## src/rtl/wb_stage.sv

```systemverilog
// RV32I writeback stage: MEM/WB pipeline register, load extract/extend, register-file
// write port drive, retired-instruction counter and load-fault flag.
module wb_stage (
   input  logic        clk,
   input  logic        rst_n,
   input  logic        in_valid,
   input  logic        stall,
   input  logic        flush,
   input  logic [6:0]  opcode,
   input  logic [2:0]  funct3,
   input  logic [4:0]  rd,
   input  logic [31:0] alu_result,
   input  logic [31:0] read_data,
   input  logic [31:0] pc_plus4,
   output logic        rf_we,
   output logic [4:0]  rf_waddr,
   output logic [31:0] rf_wdata,
   output logic        wb_valid,
   output logic        load_fault,
   output logic [63:0] instret
);

   localparam logic [6:0] OP_LOAD  = 7'b0000011;
   localparam logic [6:0] OP_JAL   = 7'b1101111;
   localparam logic [6:0] OP_JALR  = 7'b1100111;
   localparam logic [6:0] OP_REG   = 7'b0110011;
   localparam logic [6:0] OP_IMM   = 7'b0010011;
   localparam logic [6:0] OP_LUI   = 7'b0110111;
   localparam logic [6:0] OP_AUIPC = 7'b0010111;

   logic [1:0]  w_off;
   logic [7:0]  w_byte;
   logic [15:0] w_half;
   logic [31:0] w_load_data;
   logic        w_bad_load;
   logic        w_fault;
   logic        w_writes;
   logic [31:0] w_wdata;
   logic        w_cap;
   logic        w_we_next;

   logic        r_valid;
   logic        r_we;
   logic        r_fault;
   logic [4:0]  r_waddr;
   logic [31:0] r_wdata;
   logic [63:0] r_instret;

   assign w_off  = alu_result[1:0];
   assign w_byte = read_data[8*w_off +: 8];
   assign w_half = w_off[1] ? read_data[31:16] : read_data[15:0];

   always_comb begin
      w_load_data = read_data;
      w_bad_load  = 1'b0;
      case (funct3)
         3'b000: w_load_data = {{24{w_byte[7]}}, w_byte};
         3'b100: w_load_data = {24'h0, w_byte};
         3'b001: begin
            w_load_data = {{16{w_half[15]}}, w_half};
            w_bad_load  = w_off[0];
         end
         3'b101: begin
            w_load_data = {16'h0, w_half};
            w_bad_load  = w_off[0];
         end
         3'b010: w_bad_load = (w_off != 2'b00);
         default: w_bad_load = 1'b1;
      endcase
   end

   always_comb begin
      w_writes = 1'b1;
      w_wdata  = alu_result;
      case (opcode)
         OP_LOAD:                          w_wdata = w_load_data;
         OP_JAL, OP_JALR:                  w_wdata = pc_plus4;
         OP_REG, OP_IMM, OP_LUI, OP_AUIPC: w_wdata = alu_result;
         default:                          w_writes = 1'b0;
      endcase
   end

   assign w_fault   = (opcode == OP_LOAD) & w_bad_load;
   assign w_cap     = in_valid & ~flush;
   // Write enable is resolved before the register so rf_we is a clean flop output.
   assign w_we_next = w_cap & w_writes & ~w_fault & (rd != 5'd0);

   always_ff @(posedge clk or negedge rst_n) begin
      if (!rst_n) begin
         r_valid   <= 1'b0;
         r_we      <= 1'b0;
         r_fault   <= 1'b0;
         r_waddr   <= 5'd0;
         r_wdata   <= 32'd0;
         r_instret <= 64'd0;
      end else if (!stall) begin
         r_valid <= w_cap;
         r_we    <= w_we_next;
         r_fault <= w_cap & w_fault;
         r_waddr <= rd;
         r_wdata <= w_wdata;
         if (w_cap)
            r_instret <= r_instret + 64'd1;
      end else if (flush) begin
         // Flush beats stall: kill the held instruction, keep the data path and counter.
         r_valid <= 1'b0;
         r_we    <= 1'b0;
         r_fault <= 1'b0;
      end
   end

   assign rf_we      = r_we;
   assign rf_waddr   = r_waddr;
   assign rf_wdata   = r_wdata;
   assign wb_valid   = r_valid;
   assign load_fault = r_fault;
   assign instret    = r_instret;

endmodule

```

## config.mk

```make
export PLATFORM = sky130hd
export DESIGN_NAME = wb_stage
export DESIGN_NICKNAME = d
export VERILOG_FILES = /design/src/rtl/wb_stage.sv
export SDC_FILE = /design/constraint.sdc
export NUM_CORES = 1
export LEC_CHECK = 0
export ABC_AREA = 1
export BUFFER_PORTS_ARGS = -buffer_cell sky130_fd_sc_hd__buf_4
export CORE_UTILIZATION = 38
export CTS_CLUSTER_SIZE = 40
export DETAILED_ROUTE_END_ITERATION = 6
export PLACE_DENSITY_LB_ADDON = 0.1
export REMOVE_ABC_BUFFERS = 1
export SLEW_MARGIN = 10
export SYNTH_ARGS = -nofsm -noshare
export SYNTH_HDL_FRONTEND = slang
export SYNTH_SLANG_ARGS = --single-unit
```

## constraint.sdc

```tcl
create_clock -name clk -period 3.15 [get_ports clk]
set_input_delay 0.315 -clock clk [delete_from_list [all_inputs] [get_ports clk]]
set_output_delay 0.315 -clock clk [all_outputs]
set_load 0.02 [all_outputs]
```

==> reports/qor.txt <==
GRT Util Overall - 0.234
WP data required - 3.41 ns
FMAX - 501 MHz
Pre-antenna DRT Iters - 4
Max-slew violation count - 0
Worst hold path type - input pin to flop
Max cap viols - 0
Peak VDD IR - 0.222 mV
Worst path max stage delay - 0.42 ns
Non-filler instance count after layout - 1457
Startpoint types - flop
Area delta synth->final - 30.6%
Worst skew pair latency - 0.36 ns
Cell Area, Synth - 6990 µm²
# Post-CTS Setup Buffers - 0
Row count - 49
Die Height - 138 µm
CP cell instances - ha_1 -> nand3_2 -> clkinv_2 -> nand2_4 -> nor2_8 -> nand3_2 -> nor2_2 -> nand3_1 -> nand2_1 -> nand2_1
Period utilization - 0.634
Slowest CP cell - dfrtp_1
Critical path fanouts, max - 11
H-Tree Depth - 3
CP delay by family, top - simple AND/OR/NAND/NOR gates
Clk sinks - 104
Critical path class - flop to flop
Cell count after synthesis - 1019
Pwr dens - 371 nW/µm²
Antenna Cells - 0
I/O Buffers - 219
Fraction of registers with async set/reset - 1.00
First-pass GRT wire length - 34200 µm
Drt drc - 0
Seq/Total Area, Yosys - 0.372
DRT Wirelength - 21700 µm
Total number of vias - 7160
CTS Buf Count - 9
Setup TNS Final - 0 ns
Initial DRC Count - 402
Wire per inst - 14.9 µm
Vias in the first global route - 6740
Run status - completed
Slew margin rel. - 0.524
Detailed placer's ending HPWL - 16600 µm
Routed Antenna Nets - 0
Io pins - 220
Post-synth EDFFs - 0
Setup violations, final - 0
Fillers - 1871
Inst Count DP - 1440
Die ar. - 18900 µm²
Core footprint - 18000 µm²
Most common flop cell mapped by yosys - dfrtp_1
Largest net degree at the start of global routing - 67
Yosys warning count - 0
Synth Area per Inst - 6.86 µm²
Hold Violations, Final - 0
RePlAce Congestion - 0.882
Critical Path End Type - flop
Crit path DAT - 2.25 ns
Synth Register Bits - 104
Min Tclk post-route - 2.00 ns
Top post-synthesis cells by area - dfrtp_1 37%, nand2_1 14%, nor2_1 8.2%
Layout cells sized above 1 - 0.261
Leakage - 4.56 nW
Gr ovfl total - 0
Post-cts gate resize count - 0
Synth top area share - 0.372
# hold bufs at CTS - 1
Synth unique cells - 39
Clock Root Buffer - clkbuf_16
Post-synth top area cell - dfrtp_1
Buf+Inv Stages, Crit Path - 1
Maximum buffer depth of the clock tree - 2
Initial core utilization - 0.388
CTS clk-pin slew, worst paths - 0.08 ns
Final nets - 1340
Clk_skew - 0.0117 ns
RSZ-0062 raised after global routing - no
Initial antenna violation count - 0
Width of the die - 138 µm
Worst slew pin tran - 0.714 ns
CTS tree - built
Routed vias/inst - 4.91
[layer usage]
layer	global-route usage	vias up	wire (µm)
met5	0	-	0
met4	0.0672	0	372
li1	-	3654	-
met1	0.293	3281	9330
met3	0.0603	23	1430
met2	0.393	202	10500
[worst register-to-register path, delay by kind of cell, from the launching register on]
kind / cells / cell delay [ns]
flip-flops: 1 / 0.42
buffers and inverters: 1 / 0.11
AND/OR/NAND/NOR: 8 / 1.09
adder cells (fa/ha/maj): 1 / 0.27
[layout by cell type (no fill, tap or decap), types with 2 or more instances in the layout]
master     netlist  layout
nand2_1        254     253
buf_4            2     222
nor2_1         153     153
inv_1          112     112
nand3_1        111     111
dfrtp_1        104     104
a21oi_1         45      45
nand4_1         28      28
o21ai_0         25      25
xor2_1          24      24
nand2_2         17      18
nor2_2          15      15
nor3_1          14      14
xnor2_1         13      13
inv_2           10      10
a21oi_2         10      10
clkbuf_16        0       9
nor2_4           8       8
nand3b_1         7       7
o211ai_1         6       6
nor3_2           5       5
nand3_2          5       5
o21ai_1          4       4
nand2_4          3       3
nor2_8           2       2
clkinv_2         1       2
nand4_2          2       2
and2_1           2       2
clkinv_4         0       2
[state kept, by name (all words and copies together), names as in the netlist]
| register | flops |
|---|---|
| instret | 64 |
| load_fault | 1 |
| rf_waddr | 5 |
| rf_wdata | 32 |
| rf_we | 1 |
| wb_valid | 1 |
[report_power, final]
part	switching (mW)	total, mW	internal [mW]
Clock	0.567	1.19	0.628
Sequential	0.0965	1.51	1.42
Combinational	0.383	0.683	0.300
[layout make-up]
cell class	instances	area (µm²)	area share
Timing Repair Buffer	224	1700	0.186
Multi-Input combinational cell	761	3780	0.414
Clock inverter	7	80.1	0.00877
Sequential cell	104	2600	0.285
Inverter	123	463	0.0507
Clock buffer	9	225	0.0247
Tap cell	229	287	0.0314
[worst paths after layout]
kind / from / endpoint / slack [ns] / cells past startpoint
max in group asynchronous: rst_n / rf_wdata[3] / 1.87 / 3
setup reg to reg: instret[0] / instret[50] / 1.15 / 10
setup / recovery: instret[0] / instret[50] / 1.15 / 10
hold reg to reg: instret[63] / instret[63] / 0.47 / 1
hold / removal: rd[0] / rf_waddr[0] / 0.16 / 3
min in group asynchronous: rst_n / instret[9] / 0.52 / 2
[kinds of logic (layout without fill, tap and decap cells)]
group	after synthesis	in the layout	share of synthesized area
xor gates and xnor gates	37	37	0.0463
and+or+nand+nor	630	630	0.417
adders and majority gates	1	1	0.00179
AOI/OAI and AO/OA	93	93	0.0751
buffers and inverters	154	363	0.0880
DFF	104	104	0.372
[through the flow]
step	area, µm²	setup slack [ns]	util	power (mW)	hold slack [ns]
global route	9130	0.950	0.507	3.54	0.174
CTS	9130	1.13	0.507	3.42	0.152
floorplan	6840	1.22	-	1.84	0.0194
detailed placement	8820	0.978	0.489	2.23	0.395
finish	9130	1.15	0.507	3.39	0.157
global placement	8820	1.08	0.489	2.22	0.391
[synth_stat cells, types with 7 or more instances]
cell type	instances
nand2_1	254
nor2_1	153
inv_1	112
nand3_1	111
dfrtp_1	104
a21oi_1	45
nand4_1	28
o21ai_0	25
xor2_1	24
nand2_2	17
clkbuf_1	15
nor2_2	15
nor3_1	14
xnor2_1	13
a21oi_2	10
buf_2	10
inv_2	10
nor2_4	8
nand3b_1	7
Power figures use the tool's default switching activity.
